==> src/rtl/core_inst_sequencer_if.sv <==
// Host-side bus of core_inst_sequencer.
// With SEQ_PAUSE_EN defined, a pause input is added to the bus.
interface core_inst_sequencer_if;
  logic        start;
  logic        mode_select;
  logic [34:0] inst;
  logic        busy;
  logic        done;
  logic [2:0]  phase;
  logic [3:0]  kij;
  logic        acc_clr;
`ifdef SEQ_PAUSE_EN
  logic        pause;
  modport master (output start, mode_select, pause,
                  input  inst, busy, done, phase, kij, acc_clr);
  modport slave  (input  start, mode_select, pause,
                  output inst, busy, done, phase, kij, acc_clr);
`else
  modport master (output start, mode_select,
                  input  inst, busy, done, phase, kij, acc_clr);
  modport slave  (input  start, mode_select,
                  output inst, busy, done, phase, kij, acc_clr);
`endif
endinterface

==> src/rtl/core_inst_sequencer.sv <==
// core_inst_sequencer: generates the 35-bit core instruction word for a full
// conv pass (per kernel offset: weight fetch, weight load, activation fetch,
// execute+drain, OFIFO drain), then the on-chip addressed accumulation pass.
// Optional feature macro: SEQ_PAUSE_EN (adds a pause input that freezes the run).
//
// state    | meaning
// IDLE     | waiting for start, inst idle
// WL0      | weights xmem -> L0 (COL reads, l0_wr one cycle behind)
// WPE      | weights L0 -> PEs
// XL0      | activations xmem -> L0
// EXEC     | execute including array drain
// OFR      | OFIFO -> pmem write-back
// ACC      | output accumulation groups
// GAP_CYC  | idle cycles between phases, then continue to ret
module core_inst_sequencer #(
  parameter int ROW      = 8,
  parameter int COL      = 8,
  parameter int IN_W     = 6,
  parameter int K        = 3,
  parameter int ADDR_W   = 11,
  parameter int WGT_BASE = 1024,
  parameter int GAP      = 2
) (
  input logic clk,
  input logic reset,
  core_inst_sequencer_if.slave bus
);
  localparam int LEN_NIJ  = IN_W * IN_W;
  localparam int LEN_KIJ  = K * K;
  localparam int OUT_W    = IN_W - K + 1;
  localparam int LEN_EXEC = LEN_NIJ + ROW + COL;
  localparam int CW       = $clog2(LEN_EXEC + LEN_KIJ + GAP + COL + 2);
  localparam int KW       = $clog2(K + 1);
  localparam int OW       = $clog2(OUT_W + 1);
  localparam logic [34:0] INST_IDLE = 35'h1_800C_0000;

  if (LEN_KIJ * LEN_NIJ > 2 ** ADDR_W) begin : g_addr_chk
    $error("K*K*LEN_NIJ does not fit in ADDR_W address bits");
  end
  if (ADDR_W > 11) begin : g_field_chk
    $error("ADDR_W wider than the 11-bit inst address fields");
  end

  typedef enum logic [2:0] {IDLE, WL0, WPE, XL0, EXEC, OFR, ACC, GAP_CYC} state_t;

  state_t          state, state_n, ret, ret_n, tgt;
  logic [CW-1:0]   cnt, cnt_n;
  logic [3:0]      kij, kij_n;
  logic [KW-1:0]   ki, ki_n, kj, kj_n;
  logic [OW-1:0]   orow, orow_n, ocol, ocol_n;
  logic            mode, mode_n, busy, busy_n, done, done_n;
  logic            acc_clr, acc_clr_n;
  logic [34:0]     inst, inst_n;
  logic [ADDR_W-1:0] a_x, a_p;
  logic            last, go, stall;

`ifdef SEQ_PAUSE_EN
  assign stall = bus.pause && (state != IDLE);
`else
  assign stall = 1'b0;
`endif

  // next-state sequencing, then decode of the next cycle's instruction word
  always_comb begin
    state_n = state; ret_n = ret; cnt_n = cnt; kij_n = kij;
    ki_n = ki; kj_n = kj; orow_n = orow; ocol_n = ocol;
    mode_n = mode; busy_n = busy; done_n = 1'b0;
    last = 1'b0; go = 1'b0; tgt = IDLE;
    if (!stall) begin
      case (state)
        IDLE: if (bus.start) begin
          state_n = WL0; cnt_n = '0; kij_n = '0;
          mode_n = bus.mode_select; busy_n = 1'b1;
        end
        WL0:  begin last = (cnt == CW'(COL));          tgt = WPE;  end
        WPE:  begin last = (cnt == CW'(COL - 1));      tgt = XL0;  end
        XL0:  begin last = (cnt == CW'(LEN_NIJ));      tgt = EXEC; end
        EXEC: begin last = (cnt == CW'(LEN_EXEC - 1)); tgt = OFR;  end
        OFR:  begin
          last = (cnt == CW'(LEN_NIJ - 1));
          tgt  = (kij == 4'(LEN_KIJ - 1)) ? ACC : WL0;
        end
        GAP_CYC: begin
          go  = (cnt == CW'(GAP - 1));
          tgt = ret;
          if (!go) cnt_n = cnt + CW'(1);
        end
        ACC: begin
          // k = ki*K+kj walks the kernel offsets during the read cycles
          if (cnt >= CW'(1) && cnt < CW'(LEN_KIJ)) begin
            if (kj == KW'(K - 1)) begin
              kj_n = '0;
              ki_n = ki + KW'(1);
            end else begin
              kj_n = kj + KW'(1);
            end
          end
          if (cnt == CW'(LEN_KIJ + 1)) begin
            cnt_n = '0; ki_n = '0; kj_n = '0;
            if (ocol == OW'(OUT_W - 1)) begin
              ocol_n = '0;
              if (orow == OW'(OUT_W - 1)) begin
                orow_n = '0; state_n = IDLE; busy_n = 1'b0; done_n = 1'b1;
              end else begin
                orow_n = orow + OW'(1);
              end
            end else begin
              ocol_n = ocol + OW'(1);
            end
          end else begin
            cnt_n = cnt + CW'(1);
          end
        end
        default: ;
      endcase

      if (state inside {WL0, WPE, XL0, EXEC, OFR}) begin
        if (!last) cnt_n = cnt + CW'(1);
        else if (GAP == 0) go = 1'b1;
        else begin
          state_n = GAP_CYC; cnt_n = '0; ret_n = tgt;
        end
      end

      if (go) begin
        state_n = tgt; cnt_n = '0;
        if (tgt == WL0) kij_n = kij + 4'd1;
        if (tgt == ACC) begin
          ki_n = '0; kj_n = '0; orow_n = '0; ocol_n = '0;
        end
      end
    end

    inst_n = INST_IDLE;
    inst_n[34] = mode_n;
    acc_clr_n = 1'b0;
    a_x = '0;
    a_p = '0;
    if (!stall) begin
      case (state_n)
        WL0: begin
          if (cnt_n < CW'(COL)) begin
            inst_n[19] = 1'b0;
            a_x = ADDR_W'(WGT_BASE) + ADDR_W'(kij_n) * ADDR_W'(COL) + ADDR_W'(cnt_n);
          end
          if (cnt_n != '0) inst_n[2] = 1'b1;
        end
        WPE: begin inst_n[3] = 1'b1; inst_n[0] = 1'b1; end
        XL0: begin
          if (cnt_n < CW'(LEN_NIJ)) begin
            inst_n[19] = 1'b0;
            a_x = ADDR_W'(cnt_n);
          end
          if (cnt_n != '0) inst_n[2] = 1'b1;
        end
        EXEC: begin inst_n[3] = 1'b1; inst_n[1] = 1'b1; end
        OFR: begin
          inst_n[6] = 1'b1; inst_n[32] = 1'b0; inst_n[31] = 1'b0;
          a_p = ADDR_W'(kij_n) * ADDR_W'(LEN_NIJ) + ADDR_W'(cnt_n);
        end
        ACC: begin
          if (cnt_n == '0) acc_clr_n = 1'b1;
          if (cnt_n >= CW'(1) && cnt_n <= CW'(LEN_KIJ)) begin
            inst_n[32] = 1'b0;
            a_p = ADDR_W'(ki_n) * ADDR_W'(K * LEN_NIJ) + ADDR_W'(kj_n) * ADDR_W'(LEN_NIJ)
                + (ADDR_W'(orow_n) + ADDR_W'(ki_n)) * ADDR_W'(IN_W)
                + ADDR_W'(ocol_n) + ADDR_W'(kj_n);
          end
          if (cnt_n >= CW'(2)) inst_n[33] = 1'b1;
        end
        default: ;
      endcase
    end
    inst_n[30:20] = 11'(a_p);
    inst_n[17:7]  = 11'(a_x);
  end

  // state and registered outputs
  always_ff @(posedge clk or posedge reset) begin
    if (reset) begin
      state <= IDLE; ret <= IDLE; cnt <= '0; kij <= '0;
      ki <= '0; kj <= '0; orow <= '0; ocol <= '0;
      mode <= 1'b0; busy <= 1'b0; done <= 1'b0; acc_clr <= 1'b0;
      inst <= INST_IDLE;
    end else begin
      state <= state_n; ret <= ret_n; cnt <= cnt_n; kij <= kij_n;
      ki <= ki_n; kj <= kj_n; orow <= orow_n; ocol <= ocol_n;
      mode <= mode_n; busy <= busy_n; done <= done_n; acc_clr <= acc_clr_n;
      inst <= inst_n;
    end
  end

  assign bus.inst    = inst;
  assign bus.busy    = busy;
  assign bus.done    = done;
  assign bus.phase   = 3'(state);
  assign bus.kij     = kij;
  assign bus.acc_clr = acc_clr;
endmodule
==> src/flat_wrapper.sv <==
// flat-port wrapper written by rule: the top's interface ports become plain ports
module core_inst_sequencer_flat 
#(
  parameter int ROW      = 8,
  parameter int COL      = 8,
  parameter int IN_W     = 6,
  parameter int K        = 3,
  parameter int ADDR_W   = 11,
  parameter int WGT_BASE = 1024,
  parameter int GAP      = 2
)
  (clk, reset, bus_start, bus_mode_select, bus_inst, bus_busy, bus_done, bus_phase, bus_kij, bus_acc_clr);
  core_inst_sequencer_if bus_i ();
  input logic clk;
  input logic reset;
  input wire logic [$bits(bus_i.start)-1:0] bus_start;
  input wire logic [$bits(bus_i.mode_select)-1:0] bus_mode_select;
  output wire logic [$bits(bus_i.inst)-1:0] bus_inst;
  output wire logic [$bits(bus_i.busy)-1:0] bus_busy;
  output wire logic [$bits(bus_i.done)-1:0] bus_done;
  output wire logic [$bits(bus_i.phase)-1:0] bus_phase;
  output wire logic [$bits(bus_i.kij)-1:0] bus_kij;
  output wire logic [$bits(bus_i.acc_clr)-1:0] bus_acc_clr;
  assign bus_i.start = bus_start;
  assign bus_i.mode_select = bus_mode_select;
  assign bus_inst = bus_i.inst;
  assign bus_busy = bus_i.busy;
  assign bus_done = bus_i.done;
  assign bus_phase = bus_i.phase;
  assign bus_kij = bus_i.kij;
  assign bus_acc_clr = bus_i.acc_clr;
  core_inst_sequencer #(.ROW(ROW), .COL(COL), .IN_W(IN_W), .K(K), .ADDR_W(ADDR_W), .WGT_BASE(WGT_BASE), .GAP(GAP)) u_core (.clk(clk), .reset(reset), .bus(bus_i));
endmodule
==> config.mk <==
export PLATFORM = sky130hd
export DESIGN_NAME = core_inst_sequencer_flat
export DESIGN_NICKNAME = d
export VERILOG_FILES = /design/src/rtl/core_inst_sequencer_if.sv /design/src/rtl/core_inst_sequencer.sv /design/src/flat_wrapper.sv
export SDC_FILE = /design/constraint.sdc
export NUM_CORES = 1
export LEC_CHECK = 0
export BUFFER_PORTS_ARGS = -buffer_cell sky130_fd_sc_hd__buf_2
export CAP_MARGIN = 30
export CORE_MARGIN = 2
export CORE_UTILIZATION = 40
export DETAILED_ROUTE_END_ITERATION = 8
export GPL_TIMING_DRIVEN = 0
export SLEW_MARGIN = 20
export SYNTH_ARGS = -nofsm -noshare
export SYNTH_HDL_FRONTEND = slang
export SYNTH_SLANG_ARGS = --single-unit
export TNS_END_PERCENT = 1
==> constraint.sdc <==
create_clock -name clk -period 7.1 [get_ports clk]
set_input_delay 0.71 -clock clk [delete_from_list [all_inputs] [get_ports clk]]
set_output_delay 0.71 -clock clk [all_outputs]
set_load 0.01 [all_outputs]
==> impl_metrics.json, run 1 <==
{
  "max_cap_viol_count": 0,
  "combPwrFrac_pct": 5.1,
  "grt_setup_unrepaired": "false",
  "min_period_ps": 6260,
  "clk_latency_ps": 350,
  "cts_sinks": 60,
  "crit_path_start_kind": "register",
  "synth_area_um2": 4360,
  "crit_fanout": 10,
  "numPortBuffers": 43,
  "tns_ps": 0,
  "ys_async_sr_fraction_pct": 100,
  "peakVddDrop_mv": 0.0873,
  "numCtsBuffers": 9,
  "crit_arrival_ps": 6470,
  "area_delta_synth_final_pct": 14.2,
  "cp-end-kind": "register",
  "swShare_pct": 22.3,
  "clkPwrFrac_pct": 44.4,
  "die_height_um": 108,
  "p_int_uw": 529,
  "grtUsageTotal_pct": 19.6,
  "synthCells": 477,
  "post-cts-setup-buffer-count": 0,
  "grt_pass1_wl_um": 17600,
  "cts_tree": "yes",
  "ant_nets": 0,
  "synth.ff_latch_count": 60,
  "hold_viol_final": 0,
  "cts_buffer_depth": 2,
  "dp_hpwl_um": 8210,
  "finish.net_count": 592,
  "vias_per_cell": 5.28,
  "cts-root-buf": "clkbuf_8",
  "start_util_pct": 40.6,
  "ys_warn_count": 0,
  "dieArea_um2": 11800,
  "max_slew_margin_pct": 40.4,
  "holdCritPathClass": "input port to asynchronous set/reset pin",
  "core_region_area_um2": 10700,
  "layout.cells.non_filler": 680,
  "setup_ws_ps": 845,
  "postCtsHoldBufs": 0,
  "synth_edf_count": 0,
  "fmax_ghz": 0.160,
  "dp_slack_ps": 868,
  "seq_area_frac_synth_pct": 34.5,
  "crit_chain": "or4_1 -> buf_2 -> or3_1 -> clkbuf_1 -> nor2_1 -> and4_1 -> clkbuf_1 -> nor3_1 -> ha_1 -> fa_1 -> xor2_1 -> fa_1 -> ha_1 -> ha_1 -> a21oi_1 -> nor2b_1 -> o21a_1 -> o41ai_1 -> xnor2_1 -> o22ai_1",
  "grt_max_degree": 52,
  "firstDrtPassIters": 4,
  "n_antenna_cell": 0,
  "grt_overflow": 0,
  "grt_pass1_vias": 3512,
  "maxSlewViolCount": 0,
  "ios": 49,
  "p_sw_uw": 152,
  "h-tree-depth": 3,
  "leakage_uw": 0.00255,
  "fin_crit_sh_pct": 88.1,
  "crit_start": "u_core.cnt[5]",
  "via_count": 3592,
  "r2r_start": "u_core.cnt[5]",
  "slowest_stage": "or4_1",
  "critical_path.max_stage_delay_ps": 520,
  "clk_pin_slew_ps": 70,
  "place_inst": 664,
  "status": "finished clean",
  "remaining_drc_errors": 0,
  "drt_iter0_drc": 210,
  "required_ps": 7310,
  "drive_gt1_share_pct": 15.0,
  "synth.distinct_cells": 64,
  "fp.dieW_um": 108,
  "rows": 38,
  "cts-resized-gates": 0,
  "worst_slew_pin_slew_ps": 881,
  "finalWeightedCongestion": 0.885,
  "grt_antenna_before_repair": 0,
  "path_class": "register to register",
  "avgRoutedWirePerCell_um": 15.4,
  "power_frac_seq_pct": 50.5,
  "clock_skew_ps": 13.0,
  "cpMostUsedCell": "ha_1",
  "synth-main-ff-cell": "dfrtp_1",
  "wirelength_um": 10500,
  "syn_avg_cell_area_um2": 9.15,
  "p_per_area_nw_per_um2": 137,
  "setup_viol_count_final": 0
}
==> state kept, by name, indices dropped and copies added (netlist names) <==
signal,count
u_core.bus.acc_clr,1
u_core.bus.busy,1
u_core.bus.done,1
u_core.ki,2
u_core.ret,3
u_core.orow,3
u_core.cnt,7
u_core.ocol,3
u_core.bus.inst,30
u_core.bus.phase,3
u_core.kj,2
u_core.bus.kij,4
==> per-stage QoR <==
step,power (uW),utilization [%],hold WS [ps],area (um2)
after floorplan,375,-,447,4380
after global placement,383,44.4,464,4770
after detailed placement,386,44.6,483,4800
after CTS,692,46.4,252,4980
after global routing,712,46.4,260,4980
final,681,46.4,264,4980
==> metal layers <==
layer  share of wire (%)  GRT usage (%)
met4                 1.4           7.51
met3                 4.3           3.74
met5                   0              0
met1                  47           26.8
met2                  48           30.7
==> worst max-delay path, delay by kind of cell (launching register included) <==
family,cells,cell delay (ps)
adders and majority gates,5,1800
and+or+nand+nor,6,1640
DFF,1,480
AOI/OAI and AO/OA,4,910
buffers and inverters,3,720
xor gates and xnor gates,2,560
==> power by group through the flow <==
stage | clock network, uW | registers [uW] | logic [uW]
floorplan | 0 | 351 | 24.5
global placement | 0 | 351 | 32.4
detailed placement | 0 | 351 | 35.2
CTS | 312 | 344 | 35.3
global route | 328 | 344 | 39.7
finish | 303 | 344 | 34.5
==> path summary, 6_finish.rpt <==
check	to	slack [ps]	depth (start not counted)
worst min-delay path	u_core.bus.done	260	2
min in group clk	u_core.bus.busy	500	2
worst max-delay path	u_core.bus.inst[28]	840	20
max in group asynchronous	u_core.bus.inst[19]	6300	3
worst max register to register	u_core.bus.inst[28]	840	20
worst min register to register	u_core.bus.busy	500	2
==> cell usage in the layout, fill, tap and decap left out, drive strengths merged, types with 8 or more instances in the layout <==
master and instances:
a21oi 24, ha 45, nand3 9, buf 55, dfrtp 57, clkbuf 30, xnor2 12, o21ai 19
nor3 15, nand2 38, and3 8, o22ai 11, nor2 25, fa 8, nor2b 9, inv 43
xor2 14, or3 9, a21o 12
==> logic make-up after synthesis <==
logic type,synth area share (%)
AND/OR/NAND/NOR,17.9
AO/OA/AOI/OAI,17.4
buffers and inverters,6.82
flip-flops,34.5
adder cells (fa/ha/maj),16.6
XOR/XNOR,5.22
multiplexers,1.40
other,0.172
==> cell usage after synthesis (all sizes together), types with 11 or more instances <==
master / count / area [um2]
a21o: 12 / 90.1
a21oi: 24 / 120
buf: 11 / 76.3
clkbuf: 16 / 60.1
dfrtp: 57 / 1430
ha: 45 / 563
inv: 43 / 161
nand2: 38 / 143
nor2: 25 / 93.8
nor3: 15 / 75.1
o21ai: 19 / 95.1
o22ai: 11 / 68.8
xnor2: 12 / 105
xor2: 14 / 123
==> area by class of cell <==
cell class	count	area, um2
fill	1078	5760
multi-input combinational	350	2570
timing repair buffer	44	243
clock buffer	14	153
inverter	43	164
buffer	27	136
clock inverter	2	35.0
sequential	60	1510
tap	140	175
Power figures use the tool's default switching activity.
==> run 2: changes to the inputs <==
--- a/config.mk
+++ b/config.mk
@@ -8,7 +8,7 @@
 export BUFFER_PORTS_ARGS = -buffer_cell sky130_fd_sc_hd__buf_2
 export CAP_MARGIN = 30
 export CORE_MARGIN = 2
-export CORE_UTILIZATION = 40
+export CORE_UTILIZATION = 35
 export DETAILED_ROUTE_END_ITERATION = 8
 export GPL_TIMING_DRIVEN = 0
 export SLEW_MARGIN = 20
==> run 2 against run 1 <==
Effect of this change: clock skew fell by 5.6 ps; worst setup slack got worse by 73 ps; critical path depth did not move; highest routed layer unchanged; sequential power barely moved; cell area rose by 2.8%.
==> impl_metrics.json, run 2 (synthesis gave the netlist of run 1 again) <==
{
  "status": "finished clean",
  "cts-resized-gates": 0,
  "max_slew_margin_pct": 39.5,
  "critical_path.max_stage_delay_ps": 530,
  "n_antenna_cell": 0,
  "final_core_util_pct": 42.3,
  "clock_skew_ps": 7.47,
  "final_cell_area_um2": 5120,
  "numPortBuffers": 43,
  "firstDrtPassIters": 4,
  "leakage_uw": 0.00260,
  "max_cap_viol_count": 0,
  "fin_crit_sh_pct": 89.1,
  "fmax_ghz": 0.158,
  "rows": 40,
  "ios": 49,
  "final_common_cell": "dfrtp_1",
  "required_ps": 7290,
  "r2r_setup_slack_ps": 770,
  "cp-end-kind": "register",
  "cpMostUsedCell": "ha_1",
  "layout_common_cells": "dfrtp_1 (57), buf_2 (47), ha_1 (45)",
  "start_util_pct": 36.0,
  "cts_tree": "yes",
  "postCtsHoldBufs": 0,
  "numCtsBuffers": 9,
  "p_per_area_nw_per_um2": 158,
  "path_class": "register to register",
  "maxSlewViolCount": 0,
  "crit_path_start_kind": "register",
  "hold_viol_final": 0,
  "die_height_um": 116,
  "drt_iter0_drc": 191,
  "ant_nets": 0,
  "top_register": "u_core.bus.inst",
  "min_period_ps": 6330,
  "tns_ps": 0,
  "area_delta_synth_final_pct": 17.4,
  "worst-path-buf-inv": 3,
  "grt_pass1_wl_um": 18100,
  "remaining_drc_errors": 0,
  "wirelength_um": 10800,
  "cts_sinks": 60,
  "crit_chain": "or4_1 -> buf_2 -> or3_1 -> clkbuf_1 -> nor2_1 -> and4_1 -> clkbuf_1 -> nor3_1 -> ha_1 -> fa_1 -> xor2_1 -> fa_1 -> ha_1 -> ha_1 -> a21oi_1 -> nor2b_1 -> o21a_1 -> o41ai_1 -> xnor2_1 -> o22ai_1",
  "r2r_start": "u_core.cnt[5]",
  "reg.largest.list": "u_core.bus.inst (30), u_core.cnt (7), u_core.bus.kij (4)",
  "crit_arrival_ps": 6520,
  "largest_register_ffs": 30,
  "r2r_end": "u_core.bus.inst[28]",
  "setup_ws_ps": 772,
  "fp.dieW_um": 116,
  "vias_per_cell": 5.08,
  "clk_pin_slew_ps": 50,
  "layout.cells.non_filler": 708,
  "dpl_cell_area_um2": 4830,
  "grt_setup_unrepaired": "false",
  "grt_overflow": 0,
  "slowest_stage": "or4_1",
  "peakVddDrop_mv": 0.129,
  "grt_max_degree": 59,
  "finish.net_count": 592,
  "cts-root-buf": "clkbuf_16",
  "cts_buffer_depth": 2,
  "setup_viol_count_final": 0,
  "dieArea_um2": 13400,
  "worstRegToRegCells": 20,
  "core_region_area_um2": 12100,
  "worst_slew_pin_slew_ps": 901,
  "h-tree-depth": 3,
  "avgRoutedWirePerCell_um": 15.3,
  "via_count": 3599,
  "dp_hpwl_um": 8270,
  "grt_pass1_vias": 3572,
  "finalWeightedCongestion": 0.848,
  "clk_latency_ps": 340,
  "cp_top_family": "adder cells",
  "drive_gt1_share_pct": 15.6,
  "grtUsageTotal_pct": 17.5,
  "holdCritPathClass": "input port to asynchronous set/reset pin",
  "dp_slack_ps": 821,
  "grt_antenna_before_repair": 0,
  "post-cts-setup-buffer-count": 0,
  "crit_fanout": 10,
  "place_inst": 692
}
run 2: final cells by class:
| cell class | count | area [um2] |
|---|---|---|
| plain buffers | 27 | 136 |
| clock buffers | 10 | 229 |
| clock inverters | 6 | 65.1 |
| fillers | 1228 | 6990 |
| inverters | 43 | 164 |
| multi-input cells | 350 | 2570 |
| flip-flops and latches | 60 | 1510 |
| well taps | 168 | 210 |
| repair buffers | 44 | 243 |
run 2: routing by layer:
metal / part of all wire [%] / vias to the layer above / GRT usage [%]
met5: 0 / - / 0
met4: 1.8 / 0 / 5.71
met3: 4.5 / 12 / 4.29
met2: 46 / 79 / 27.3
met1: 47 / 1718 / 24.1
li1: - / 1790 / -
run 2: per-stage QoR:
| stage | hold WS [ps] | power [uW] |
|---|---|---|
| 6_report | 239 | 807 |
| 5_1_grt | 235 | 843 |
| 4_1_cts | 228 | 820 |
| 3_3_place_gp | 466 | 383 |
| 2_1_floorplan | 447 | 375 |
| 3_5_place_dp | 487 | 386 |
run 2: worst max path at each step:
stage	cells after the start	from	end	slack, ps
6_report	20	u_core.cnt[5]	u_core.bus.inst[28]	770
5_1_grt	20	u_core.cnt[5]	u_core.bus.inst[30]	290
4_1_cts	20	u_core.cnt[5]	u_core.bus.inst[28]	770
3_5_place_dp	20	u_core.cnt[5]	u_core.bus.inst[28]	820
3_3_place_gp	20	u_core.cnt[5]	u_core.bus.inst[28]	910
2_1_floorplan	20	u_core.cnt[5]	u_core.bus.inst[29]	1610
run 2: power breakdown:
part	internal, uW	switching, uW	total [uW]
registers	344	1.29	345
clock network	271	156	427
logic	14.3	20.6	34.9
==> run 3: changes to the inputs <==
--- a/config.mk
+++ b/config.mk
@@ -5,6 +5,7 @@
 export SDC_FILE = /design/constraint.sdc
 export NUM_CORES = 1
 export LEC_CHECK = 0
+export ABC_AREA = 1
 export BUFFER_PORTS_ARGS = -buffer_cell sky130_fd_sc_hd__buf_2
 export CAP_MARGIN = 30
 export CORE_MARGIN = 2
==> run 3 against run 2 <==
Effect of this change: clock skew increased by 0.94 ps; clock-buffer cell count decreased by 1; wire length increased by 8.3%; critical endpoint is now u_core.bus.inst[29]; fmax increased by 12%; largest cell class unchanged; flip-flop and latch count unchanged; final cell count increased by 21%; sequential share of layout area decreased by 1.7 points; sequential power about the same; highest routed layer unchanged.
==> impl_metrics.json, run 3 <==
{
  "grt_pass1_vias": 4110,
  "synth_common_cells": "nand2_1 (148), inv_1 (86), dfrtp_1 (57)",
  "clock_skew_ps": 8.41,
  "ant_nets": 0,
  "r2r_setup_slack_ps": 1430,
  "n_antenna_cell": 0,
  "core_region_area_um2": 13100,
  "cpMostUsedCell": "nand2_1",
  "ys_async_sr_fraction_pct": 100,
  "layout_common_cells": "nand2_1 (148), inv_1 (85), dfrtp_1 (57)",
  "tns_ps": 0,
  "worst-path-buf-inv": 4,
  "ios": 49,
  "synth.most_common_cell": "nand2_1",
  "path_class": "register to register",
  "synth.distinct_cells": 40,
  "dp_hpwl_um": 9520,
  "leakage_uw": 0.00304,
  "postCtsHoldBufs": 0,
  "synth-main-ff-cell": "dfrtp_1",
  "path_depth": 29,
  "cts-root-buf": "clkbuf_16",
  "seq_area_frac_synth_pct": 32.3,
  "die_height_um": 119,
  "max_cap_viol_count": 0,
  "grt_pass1_wl_um": 19500,
  "synth_largest_area_cell": "dfrtp_1",
  "fmax_ghz": 0.176,
  "drive_gt1_share_pct": 18.5,
  "firstDrtPassIters": 4,
  "ys_warn_count": 0,
  "crit_path_start_kind": "register",
  "synth_edf_count": 0,
  "slowest_stage": "nor4_2",
  "clk_latency_ps": 350,
  "cts_tree": "yes",
  "remaining_drc_errors": 0,
  "whs_ps": 332,
  "largest_register_ffs": 30,
  "fp.dieW_um": 119,
  "synth.top_cell.area_share_pct": 30.6,
  "rows": 42,
  "final_common_cell": "nand2_1",
  "cts_buffer_depth": 2,
  "p_per_area_nw_per_um2": 148,
  "numPortBuffers": 43,
  "synth_area_um2": 4660,
  "grt_antenna_before_repair": 0,
  "r2r_start": "u_core.cnt[1]",
  "hold_viol_final": 0,
  "grt_max_degree": 35,
  "critical_path.max_stage_delay_ps": 690,
  "vias_per_cell": 4.84,
  "area_delta_synth_final_pct": 16.6,
  "clk_pin_slew_ps": 60,
  "top_register": "u_core.bus.inst",
  "seq_area_um2": 1510,
  "avgRoutedWirePerCell_um": 13.7,
  "start_util_pct": 35.5,
  "h-tree-depth": 3,
  "cts_sinks": 60,
  "multi_input_comb_area_um2": 2730,
  "crit_arrival_ps": 5900,
  "numCtsBuffers": 9,
  "holdCritPathClass": "input port to asynchronous set/reset pin",
  "via_count": 4149,
  "worst_slew_pin_slew_ps": 677,
  "fin_crit_sh_pct": 79.8,
  "grt_setup_unrepaired": "false",
  "max_slew_margin_pct": 54.5,
  "finish.net_count": 734,
  "required_ps": 7330,
  "grtUsageTotal_pct": 17.5,
  "status": "finished clean",
  "post-cts-setup-buffer-count": 0,
  "cp_top_family": "simple AND/OR/NAND/NOR gates",
  "min_period_ps": 5670,
  "maxSlewViolCount": 0,
  "crit_fanout": 8,
  "cts-resized-gates": 0,
  "fillers": 1376,
  "synth.ff_latch_count": 60,
  "dieArea_um2": 14300,
  "worstRegToRegCells": 29,
  "reg.largest.list": "u_core.bus.inst (30), u_core.cnt (7), u_core.bus.kij (4)",
  "synthCells": 619,
  "crit_start": "u_core.cnt[1]",
  "grt_overflow": 0,
  "r2r_end": "u_core.bus.inst[29]",
  "wirelength_um": 11700,
  "peakVddDrop_mv": 0.113,
  "finalWeightedCongestion": 0.911,
  "synthTopCellsByArea": "dfrtp_1 (31%), ha_1 (12%), nand2_1 (12%)",
  "cp-endpoint": "u_core.bus.inst[29]",
  "drt_iter0_drc": 287,
  "setup_viol_count_final": 0,
  "cp-end-kind": "register",
  "syn_avg_cell_area_um2": 7.54
}
## run 3: changes by cell type after synthesis, moves of 9 or more
cell | before | now
inv_1 | 43 | 86
nand2_1 | 38 | 148
nand3_1 | 9 | 50
a21o_1 | 12 | 0
or3_1 | 9 | 0
nor2_1 | 25 | 54
nor3_1 | 15 | 2
nand4_1 | 2 | 15
nor2b_1 | 9 | 0
o22ai_1 | 11 | 1
o21ai_1 | 1 | 12
inv_2 | 0 | 11
clkbuf_1 | 16 | 0
## run 3: metrics by stage
stage	worst slack, ps	area [um2]	power (uW)	instances	utilization [%]
after detailed placement	1450	5130	363	842	39.1
after floorplan	2280	4680	358	622	-
after global routing	837	5440	832	858	41.4
final	1430	5440	807	858	41.4
after CTS	1400	5440	818	858	41.4
after global placement	1560	5110	361	841	38.9
## run 3: worst min-delay path by stage
stage                             start                  end  slack (ps)  depth (start not counted)
floorplan           u_core.bus.inst[34]  u_core.bus.inst[34]         440                          2
global placement    u_core.bus.inst[34]  u_core.bus.inst[34]         460                          2
detailed placement  u_core.bus.inst[34]  u_core.bus.inst[34]         460                          2
CTS                               reset  u_core.bus.inst[20]         340                          2
global route                      reset  u_core.bus.inst[20]         370                          2
finish                            reset  u_core.bus.inst[20]         330                          2
## run 3: layout make-up
| cell class | instances | area share, % |
|---|---|---|
| Buffer | 11 | 1.45 |
| Clock buffer | 9 | 4.14 |
| Clock inverter | 7 | 1.47 |
| Inverter | 97 | 6.74 |
| Multi-Input combinational cell | 454 | 50.1 |
| Sequential cell | 60 | 27.7 |
| Tap cell | 176 | 4.05 |
| Timing Repair Buffer | 44 | 4.32 |
## run 3: worst register-to-register path, delay by kind of cell, from the launching register on
| family | cells | cell delay (ps) |
|---|---|---|
| simple gates | 14 | 1840 |
| fa+ha+maj | 5 | 1650 |
| flops | 1 | 460 |
| xor+xnor | 3 | 700 |
| compound gates | 3 | 470 |
| buf+inv | 4 | 440 |
## run 3: cells by family (layout without fill, tap and decap cells)
family | count (synthesis) | count (layout) | synth area share [%]
and+or+nand+nor | 302 | 302 | 29.6
buffers and inverters | 108 | 168 | 9.50
AOI/OAI and AO/OA | 79 | 79 | 10.2
DFF | 60 | 60 | 32.3
adders and majority gates | 53 | 53 | 15.5
xor gates and xnor gates | 15 | 15 | 2.82
other | 2 | 5 | 0.161
## run 3: power by group
part           internal (uW)  total (uW)  switching (uW)
Clock                    276         450             174
Sequential               342         343           0.143
Combinational           4.37        13.8            9.41
## run 3: metal layers
metal  vias to the layer above  routed length [um]  track usage (%)
li1                       2102                   -                -
met1                      1951                5240             21.4
met2                        76                5790             29.8
met3                        20                 448             3.07
met4                         0                 248             8.16
met5                         -                   0                0
